`src/rtl/rotate_pkg.sv`:
```
// Shared types and constants for the rotate request queue.
// The optional request counter is enabled by defining ROT_REQ_STATS_EN.
package rotate_pkg;

    localparam int ROT_N          = 8;
    localparam int ROT_RF_W       = $clog2(ROT_N);
    localparam int ROT_FIFO_DEPTH = 4;

    typedef struct packed {
        logic [ROT_N-1:0]    data;
        logic [ROT_RF_W-1:0] rfactor;
    } rot_req_t;

endpackage

```
`src/rtl/rot_req_fifo.sv`:
```
// Request FIFO: storage, wrapping pointers and an occupancy count that
// yields full/empty. The head reads as zero while the FIFO is empty.
module rot_req_fifo
    import rotate_pkg::*;
#(
    parameter int W     = ROT_N + ROT_RF_W,
    parameter int DEPTH = ROT_FIFO_DEPTH
) (
    input  logic         clk,
    input  logic         rst,
    input  logic         push_i,
    input  logic         pop_i,
    input  logic [W-1:0] wdata_i,
    output logic [W-1:0] rdata_o,
    output logic         full_o,
    output logic         empty_o
);

    localparam int AW = $clog2(DEPTH);
    localparam int CW = AW + 1;
    localparam logic [CW-1:0] FULL_CNT = CW'(DEPTH);

    logic [W-1:0]  mem_q [DEPTH];
    logic [AW-1:0] wr_ptr_q, wr_ptr_d;
    logic [AW-1:0] rd_ptr_q, rd_ptr_d;
    logic [CW-1:0] count_q, count_d;
    logic          push_ok, pop_ok;

    assign full_o  = (count_q == FULL_CNT);
    assign empty_o = (count_q == '0);
    assign push_ok = push_i && !full_o;
    assign pop_ok  = pop_i && !empty_o;
    assign rdata_o = empty_o ? '0 : mem_q[rd_ptr_q];

    // NOTE: every output gets a default first, so no path leaves a latch.
    always_comb begin
        wr_ptr_d = wr_ptr_q;
        rd_ptr_d = rd_ptr_q;
        count_d  = count_q;
        if (push_ok) wr_ptr_d = wr_ptr_q + 1'b1;
        if (pop_ok)  rd_ptr_d = rd_ptr_q + 1'b1;
        case ({push_ok, pop_ok})
            2'b10:   count_d = count_q + 1'b1;
            2'b01:   count_d = count_q - 1'b1;
            default: count_d = count_q;
        endcase
    end

    // NOTE: state registers use non-blocking assignments so all of them
    // update together at the edge regardless of statement order.
    always_ff @(posedge clk or posedge rst) begin
        if (rst) begin
            wr_ptr_q <= '0;
            rd_ptr_q <= '0;
            count_q  <= '0;
        end else begin
            wr_ptr_q <= wr_ptr_d;
            rd_ptr_q <= rd_ptr_d;
            count_q  <= count_d;
        end
    end

    // NOTE: storage is not reset; count/pointers alone decide what is valid,
    // and the empty-head mux hides stale words.
    always_ff @(posedge clk) begin
        if (push_ok) mem_q[wr_ptr_q] <= wdata_i;
    end

endmodule

```
`src/rtl/rotate_req_queue.sv`:
```
// Buffered front-end for the combinational rotator: request FIFO plus a
// registered response port. Define ROT_REQ_STATS_EN to add req_count.
module rotate_req_queue
    import rotate_pkg::*;
#(
    parameter int N     = ROT_N,
    parameter int DEPTH = ROT_FIFO_DEPTH
) (
    input  logic                 clk,
    input  logic                 rst,
    input  logic                 req_valid,
    output logic                 req_ready,
    input  logic [N-1:0]         req_data,
    input  logic [$clog2(N)-1:0] req_rfactor,
    output logic [N-1:0]         rot_data_in,
    output logic [$clog2(N)-1:0] rot_rfactor,
    input  logic [N-1:0]         rot_data_out,
    output logic                 rsp_valid,
    input  logic                 rsp_ready,
    output logic [N-1:0]         rsp_data
`ifdef ROT_REQ_STATS_EN
    ,
    output logic [15:0]          req_count
`endif
);

    localparam int RF_W = $clog2(N);
    localparam int W    = N + RF_W;

    logic         fifo_full, fifo_empty;
    logic         push, load;
    logic [W-1:0] head;
    logic         rsp_valid_q, rsp_valid_d;
    logic [N-1:0] rsp_data_q, rsp_data_d;

    rot_req_fifo #(
        .W     (W),
        .DEPTH (DEPTH)
    ) u_fifo (
        .clk     (clk),
        .rst     (rst),
        .push_i  (push),
        .pop_i   (load),
        .wdata_i ({req_data, req_rfactor}),
        .rdata_o (head),
        .full_o  (fifo_full),
        .empty_o (fifo_empty)
    );

    assign req_ready   = !fifo_full;
    assign push        = req_valid && !fifo_full;
    assign rot_data_in = head[W-1:RF_W];
    assign rot_rfactor = head[RF_W-1:0];

    // The head moves into the response register whenever that slot is free
    // or being emptied this cycle; the rotator result is captured directly.
    assign load = !fifo_empty && (!rsp_valid_q || rsp_ready);

    always_comb begin
        rsp_valid_d = rsp_valid_q;
        rsp_data_d  = rsp_data_q;
        if (load) begin
            rsp_valid_d = 1'b1;
            rsp_data_d  = rot_data_out;
        end else if (rsp_valid_q && rsp_ready) begin
            rsp_valid_d = 1'b0;
        end
    end

    always_ff @(posedge clk or posedge rst) begin
        if (rst) begin
            rsp_valid_q <= 1'b0;
            rsp_data_q  <= '0;
        end else begin
            rsp_valid_q <= rsp_valid_d;
            rsp_data_q  <= rsp_data_d;
        end
    end

    assign rsp_valid = rsp_valid_q;
    assign rsp_data  = rsp_data_q;

`ifdef ROT_REQ_STATS_EN
    logic [15:0] req_count_q, req_count_d;

    assign req_count_d = push ? req_count_q + 16'd1 : req_count_q;

    always_ff @(posedge clk or posedge rst) begin
        if (rst) req_count_q <= '0;
        else     req_count_q <= req_count_d;
    end

    assign req_count = req_count_q;
`endif

endmodule
```
`config.mk`:
```
export PLATFORM = sky130hd
export DESIGN_NAME = rotate_req_queue
export DESIGN_NICKNAME = d
export VERILOG_FILES = /design/src/rtl/rotate_pkg.sv /design/src/rtl/rot_req_fifo.sv /design/src/rtl/rotate_req_queue.sv
export SDC_FILE = /design/constraint.sdc
export NUM_CORES = 1
export LEC_CHECK = 0
export BUFFER_PORTS_ARGS = -buffer_cell sky130_fd_sc_hd__buf_2
export CORE_UTILIZATION = 54
export CTS_BUF_LIST = sky130_fd_sc_hd__clkbuf_16
export DETAILED_ROUTE_END_ITERATION = 8
export PLACE_DENSITY = 0.82
export RECOVER_POWER = 100
export SYNTH_ARGS = -nofsm -noshare
export SYNTH_HDL_FRONTEND = slang
export SYNTH_SLANG_ARGS = --single-unit
```
`constraint.sdc`:
```
create_clock -name clk -period 2.7 [get_ports clk]
set_input_delay 0.135 -clock clk [delete_from_list [all_inputs] [get_ports clk]]
set_output_delay 0.135 -clock clk [all_outputs]
set_load 0.1 [all_outputs]
```
==> qor.txt, run 1 <==
first-pass GRT wire length - 7.12 mm
aggregate global-route resource usage - 20.6%
RSZ-0062 raised after global routing - no
grt ovf - 0
CP required - 2.89 ns
Worst Hold Class - in2reg
R2R Setup Slk - 0.27 ns
layout cells sized above 1 - 29.6%
area grow syn2layout - 20.5%
DRT iter0 DRCs - 76
DP Wirelength - 3.02 mm
Critical Path Start Type - flop
CTS clk-pin slew, worst paths - 0.05 ns
CP top delay family - buffers and inverters
Data arrival, critical path - 2.62 ns
I/O pins - 44
drc violations - 0
antenna violation net count after detailed routing - 0
wire length per cell - 18.4 um
GRT met3 Usage - 8.48%
TritonCTS Sinks - 60
Final min period - 2.43 ns
commonest non-fill, non-tap cell in the layout - edfxtp_1
Rows - 24
Final Hold Fails - 0
gpl congestion - 0.679
Syn. warnings - 0
DIE HEIGHT - 69.0 um
core box area - 4320 um2
DR pass1 iterations - 4
Seq/Total Area, Yosys - 71.0%
fin. max-slew vios - 0
initial antenna violation count - 0
Worst-Skew Late Latency - 0.32 ns
die area - 4760 um2
DR vias/cell - 5.37
Worst Tran Pin Value - 1.20 ns
synthesized flop and latch total - 60
slowest cell on the critical path - clkbuf_1
CTS max path bufs - 2
final setup fails - 0
antenna cells - 0
clk_skew - 0.00757 ns
grt peak-use layer - met2
CTS tree - done
Final nets - 210
synthesized netlist net count - 156
Post-CTS Setup Bufs - 0
PortBufs - 43
CP Max Fanout - 14
fin crit share - 89.9%
CP Buf/Inv Count - 2
EDFF count, synth - 44
Post-Synthesis Cells - 127
Post-Syn Area - 2420 um2
die width - 69.0 um
CTS Buf Count - 9
Synth Area per Inst - 19.1 um2
status - completed
most frequent cells in the layout - 44 x edfxtp_1, 23 x clkbuf_1, 16 x dfrtp_1, 12 x nor2b_1
via count of the first global-routing pass - 1437
Fmax achieved - 0.412 GHz
DRT Wirelength - 4.37 mm
synth unique cells - 23
crit-path max cell delay - 0.58 ns
most used cell along the critical path - xor2_1
share of flip-flops with an asynchronous set or reset - 26.7%
met2 GRT Util - 35.6%
CTS HTree Levels - 3
grt met1 use - 23.2%
largest net degree at the start of global routing - 17
Critical Path Sink Type - flop
critical path class - reg2reg
Hold Slack - 0.0505 ns
Fin Setup TNS - 0 ns
Critical Path, Cell by Cell - nor3_1 > clkbuf_1 > nor2b_1 > ha_1 > inv_1 > fa_1 > xor2_1 > nor2_1 > xor2_1
routed via count - 1277
Slew HR - 20.3%
Max Cap Violations - 0
initial core utilization - 56.1%
CTS root buffer - clkbuf_16
ys flop type - edfxtp_1
-- final timing paths --
kind / startpoint / end / depth (start not counted)
hold / removal: rot_data_out[7] / rsp_data[7] / 2
max in group asynchronous: rst / rsp_valid / 3
min in group asynchronous: rst / rsp_data[3] / 3
setup / recovery: u_fifo.count_q[0] / u_fifo.count_q[2] / 9
setup reg to reg: u_fifo.count_q[0] / u_fifo.count_q[2] / 9
hold reg to reg: rsp_data[7] / rsp_data[7] / 1
-- timing repair --
action	CTS	global route
gates resized for setup	0	0
hold endpoints to repair	16	0
hold buffers	1	0
-- flip-flops by register name (all words and copies together) (netlist names) --
register / count
u_fifo.count_q: 3
rsp_data: 8
u_fifo.mem_q: 44
u_fifo.rd_ptr_q: 2
u_fifo.wr_ptr_q: 2
rsp_valid: 1
-- through the flow --
| stage | cells | utilization [%] | setup WS [ns] | instance area, um2 |
|---|---|---|---|---|
| floorplan | 127 | - | 0.263 | 2420 |
| detailed placement | 221 | 62.6 | 0.456 | 2710 |
| global placement | 221 | 62.6 | 0.588 | 2710 |
| CTS | 238 | 68.7 | 0.373 | 2970 |
| global route | 238 | 67.6 | 0.156 | 2920 |
| finish | 238 | 67.6 | 0.273 | 2920 |
-- metal layers --
layer | vias to the layer above | share of wire (%)
met4 | 0 | 1.9
li1 | 588 | -
met3 | 11 | 4.2
met2 | 36 | 55
met1 | 642 | 39
met5 | - | 0
-- logic make-up after synthesis --
group         after synthesis  share of synthesized area [%]
buf+inv                    11                           1.96
flops                      60                           71.0
simple gates               23                           6.50
xor+xnor                    6                           2.17
fa+ha+maj                   6                           3.41
mux                        21                           15.0
-- cells in the mapped netlist, types with 2 or more instances --
library cell	instances	area [um2]
and3_2	4	30.0
buf_2	2	10.0
dfrtp_1	16	400
edfxtp_1	44	1320
ha_1	5	62.6
inv_1	7	26.3
mux2_2	8	90.1
mux4_2	11	248
nor2b_1	12	75.1
xnor2_1	2	17.5
xor2_1	4	35.0
-- final cells by class --
class | instances | area [um2]
Clock buffer | 9 | 225
Clock inverter | 7 | 30.0
Fill cell | 303 | 1400
Inverter | 7 | 26.3
Multi-Input combinational cell | 56 | 641
Sequential cell | 60 | 1720
Tap cell | 52 | 65.1
Timing Repair Buffer | 47 | 214
Power of run 1 is left out: the tool's default activity adds up to more than one toggle a clock period on the data nets, which glitch-free logic cannot reach.
==> run 2: changes to the inputs <==
CORE_MARGIN = 2   (was unset)
SETUP_SLACK_MARGIN = 0.02   (was unset)
TNS_END_PERCENT = 5   (was unset)
==> run 2 against run 1 <==
Via count grew 0.39%. Die area grew 5.9%. Critical endpoint is now rot_rfactor[1]. Global-route usage shrank 0.72 points. Critical path type is now reg2out. Clock skew shrank 0.0026 ns. Fmax grew 0.32%. First-iteration DRC count grew 67%. Core utilization grew 0.57 points. Register-to-register slack gained 0.03 ns. Cell count shrank 0.42%. Worst hold slack gained 0.0055 ns.
==> qor.txt, run 2 (synthesis results as in run 1) <==
critical path class - reg2out
Worst Hold Class - in2reg
CTS Buf Count - 9
fin. max-slew vios - 0
CTS HTree Levels - 3
fin crit share - 89.6%
CP Buf/Inv Count - 1
DR pass1 iterations - 4
DIE HEIGHT - 71.0 um
routed via count - 1282
DRT iter0 DRCs - 127
Data arrival, critical path - 2.28 ns
post_cts resized - 0
fill count - 291
initial antenna violation count - 0
Storage cell area - 1720 um2
drc violations - 0
DR vias/cell - 5.41
Rows - 24
Hold Slack - 0.0560 ns
final setup fails - 0
Critical Path Sink Type - output pin
grt ovf - 0
met1 WL - 1.76 mm
PortBufs - 43
Final min period - 2.42 ns
DR WL met3 - 188 um
CTS tree - done
DRT Wirelength - 4.52 mm
antenna violation net count after detailed routing - 0
Final Hold Fails - 0
via count of the first global-routing pass - 1352
antenna cells - 0
Worst-Skew Late Latency - 0.32 ns
area grow syn2layout - 22.4%
aggregate global-route resource usage - 19.9%
CTS root buffer - clkbuf_16
met2 WL - 2.53 mm
CP top delay family - flip-flops
status - completed
die width - 71.0 um
CP Max Fanout - 13
initial core utilization - 55.7%
first-pass GRT wire length - 7.08 mm
commonest non-fill, non-tap cell in the layout - edfxtp_1
Final nets - 209
core box area - 4350 um2
final std cells w/o fill - 237
CP required - 2.57 ns
Worst Tran Pin Value - 1.20 ns
RSZ-0062 raised after global routing - no
clk_skew - 0.00497 ns
Fmax achieved - 0.413 GHz
die area - 5040 um2
footprint of the multi-input gates - 641 um2
CTS clk-pin slew, worst paths - 0.05 ns
crit-path max cell delay - 0.81 ns
CTS max path bufs - 2
max FFs per register - 44
most frequent cells in the layout - 44 x edfxtp_1, 23 x clkbuf_1, 16 x dfrtp_1, 12 x nor2b_1
layout cells sized above 1 - 29.2%
gpl congestion - 0.665
wire length per cell - 19.1 um
Inst Count DP - 220
slowest cell on the critical path - dfrtp_1
Max Cap Violations - 0
DP Wirelength - 2.96 mm
Fin Setup TNS - 0 ns
Critical Path, Cell by Cell - mux4_2 > nor2b_1 > clkbuf_2
Slew HR - 20.3%
largest net degree at the start of global routing - 17
Largest Register - u_fifo.mem_q
DR top layer - met4
TritonCTS Sinks - 60
I/O pins - 44
Critical Path Start Type - flop
-- run 2: what timing repair did --
item                                   in CTS  in global routing
endpoints found under the hold margin      16                  0
hold buffers                                1                  0
buffers inserted                            0                  0
-- run 2: area by class of cell --
cell class | instances | share of cell area [%]
Multi-Input combinational cell | 56 | 21.6
Sequential cell | 60 | 58.0
Clock inverter | 7 | 2.78
Timing Repair Buffer | 46 | 6.96
Tap cell | 52 | 2.19
Inverter | 7 | 0.885
Clock buffer | 9 | 7.59
-- run 2: worst paths after layout --
kind	end	slack, ns	start	depth (start not counted)
max	rot_rfactor[1]	0.28	u_fifo.rd_ptr_q[0]	3
min	rsp_data[0]	0.06	rot_data_out[0]	2
max reg2reg	u_fifo.count_q[2]	0.30	u_fifo.count_q[0]	9
min reg2reg	rsp_data[3]	0.52	rsp_data[3]	1
max in group asynchronous	rsp_data[5]	1.87	rst	3
min in group asynchronous	u_fifo.wr_ptr_q[0]	0.43	rst	3
-- run 2: routing by layer --
metal / global-route usage (%) / vias to the layer above
li1: - / 583
met5: 0 / -
met3: 6.13 / 4
met2: 34.5 / 35
met4: 7.55 / 0
met1: 23.4 / 660
-- run 2: per-stage QoR --
stage                     utilization [%]  setup WS [ns]  area [um2]
final                                68.2          0.280        2970
after global routing                 68.2          0.133        2970
after CTS                            69.3          0.336        3020
after detailed placement             62.0          0.427        2700
after global placement               62.0          0.598        2700
after floorplan                         -          0.263        2420
Power of run 2 is left out for the same reason.
==> run 3: changes to the inputs <==
ABC_AREA = 1   (was unset)
CORE_UTILIZATION = 56   (was 54)
PLACE_DENSITY = 0.83   (was 0.82)
==> run 3 against run 2 <==
Design area increased by 12%. Worst setup slack improved by 0.11 ns. Via count increased by 50%. Critical path depth increased by 1. Register-to-register slack improved by 0.15 ns. Sequential share of layout area decreased by 6.3 points. Clock skew decreased by 0.00093 ns. Fmax increased by 4.6%. Core utilization increased by 1.9 points. Cell count increased by 65%. Critical path type unchanged. Highest routed layer unchanged. First-iteration DRC count increased by 7.9%.
==> qor.txt, run 3 <==
aggregate global-route resource usage - 22.1%
drc violations - 0
most numerous cell in the Yosys netlist - nand2_1
via count of the first global-routing pass - 1902
Worst Hold Class - in2reg
antenna violation net count after detailed routing - 0
CTS max path bufs - 2
Synth top area share - 47.5%
DR vias/cell - 4.91
CP Max Fanout - 14
commonest non-fill, non-tap cell in the layout - nand2_1
synthesized flop and latch total - 60
PortBufs - 43
Final Core Density - 70.1%
hold path depth - 3
initial antenna violation count - 0
DP Area - 3040 um2
gpl congestion - 0.780
layout cells sized above 1 - 20.4%
status - completed
Worst-Skew Late Latency - 0.32 ns
DIE HEIGHT - 74.5 um
CTS tree - done
CTS HTree Levels - 3
Critical Path Start Type - flop
Syn. warnings - 0
DRT Wirelength - 5.35 mm
fin crit share - 85.7%
max FFs per register - 44
most frequent cells in the layout - 74 x nand2_1, 60 x inv_1, 44 x edfxtp_1, 25 x clkbuf_1, 20 x nand3_1
die area - 5550 um2
Data arrival, critical path - 2.18 ns
EDFF count, synth - 44
RSZ-0062 raised after global routing - no
DP Wirelength - 3.29 mm
r2r worst-path depth - 11
HP Start - rot_data_out[1]
CP required - 2.57 ns
Worst Tran Pin Value - 1.24 ns
Final min period - 2.31 ns
Worst R2R Start - u_fifo.count_q[0]
antenna cells - 0
Final nets - 349
core box area - 4750 um2
I/O pins - 44
Max Cap Violations - 0
Rows - 25
final setup fails - 0
Fin Setup TNS - 0 ns
Final Hold Fails - 0
routed via count - 1918
Synth area leaders - edfxtp_1 47%, dfrtp_1 14%, nand2_1 9.7%
synth unique cells - 21
design area - 3330 um2
largest area contributor in the netlist - edfxtp_1
Critical Path Sink Type - output pin
ys flop type - edfxtp_1
initial core utilization - 58.5%
Post-Synthesis Cells - 269
area grow syn2layout - 19.7%
wire length per cell - 13.7 um
DRT iter0 DRCs - 137
fin. max-slew vios - 0
Seq/Total Area, Yosys - 61.9%
critical path class - reg2out
CTS Buf Count - 9
Post-Syn Area - 2780 um2
Synth Area per Inst - 10.3 um2
Slew HR - 17.7%
die width - 74.5 um
DR pass1 iterations - 4
commonest cells in the netlist - 72 x nand2_1, 57 x inv_1, 44 x edfxtp_1, 19 x nand3_1, 16 x dfrtp_1
first-pass GRT wire length - 8.77 mm
TritonCTS Sinks - 60
largest net degree at the start of global routing - 26
CTS root buffer - clkbuf_16
clk_skew - 0.00404 ns
CP Launch Point - u_fifo.rd_ptr_q[1]
grt ovf - 0
CTS clk-pin slew, worst paths - 0.05 ns
Fmax achieved - 0.432 GHz
synthesized netlist net count - 298
Largest Register - u_fifo.mem_q
share of flip-flops with an asynchronous set or reset - 26.7%
-- run 3: cell type report --
| cell class | instances | area, um2 |
|---|---|---|
| Sequential cell | 60 | 1720 |
| Fill cell | 355 | 1420 |
| Multi-Input combinational cell | 138 | 741 |
| Inverter | 62 | 235 |
| Clock buffer | 9 | 225 |
| Timing Repair Buffer | 49 | 221 |
| Clock inverter | 6 | 104 |
| Tap cell | 67 | 83.8 |
-- run 3: timing repair --
action / 4_1_cts / 5_1_grt
buffers inserted: 0 / 0
endpoints found under the hold margin: 16 / 0
hold buffers: 1 / 0
resized for setup: 0 / 0
-- run 3: critical path, stage by stage (launching register included) --
cell      delay, ns
dfrtp_1        0.55
inv_1          0.50
nand3_2        0.14
a21oi_2        0.17
clkbuf_2       0.48
-- run 3: worst paths after layout --
path                                      to  slack [ns]
hold / removal                   rsp_data[1]       0.007
setup reg to reg           u_fifo.count_q[2]        0.45
max in group asynchronous        rsp_data[2]        1.87
hold reg to reg                  rsp_data[2]        0.48
setup / recovery              rot_data_in[6]        0.39
min in group asynchronous        rsp_data[3]        0.44
-- run 3: metrics by stage --
step / cells / hold WS [ns] / setup WS [ns]
after floorplan: 269 / 0.0487 / 0.0381
after global placement: 375 / 0.226 / 0.798
after detailed placement: 375 / 0.232 / 0.759
after CTS: 391 / 0.000603 / 0.421
after global routing: 391 / 0.00521 / 0.209
final: 391 / 0.00680 / 0.386
-- run 3: cells by family after synthesis --
kind of cell,after synthesis,synth area share (%)
compound gates,13,3.55
xor+xnor,2,0.630
fa+ha+maj,6,2.97
buf+inv,71,11.2
flops,60,61.9
simple gates,117,19.8
-- run 3: metal layers --
layer	track usage, %	part of all wire, %	vias to the layer above
met3	4.61	2.9	13
met4	13.5	2.9	0
met1	27.1	43	923
met2	35.9	52	38
li1	-	-	944
met5	0	0	-
Power of run 3 is left out for the same reason.
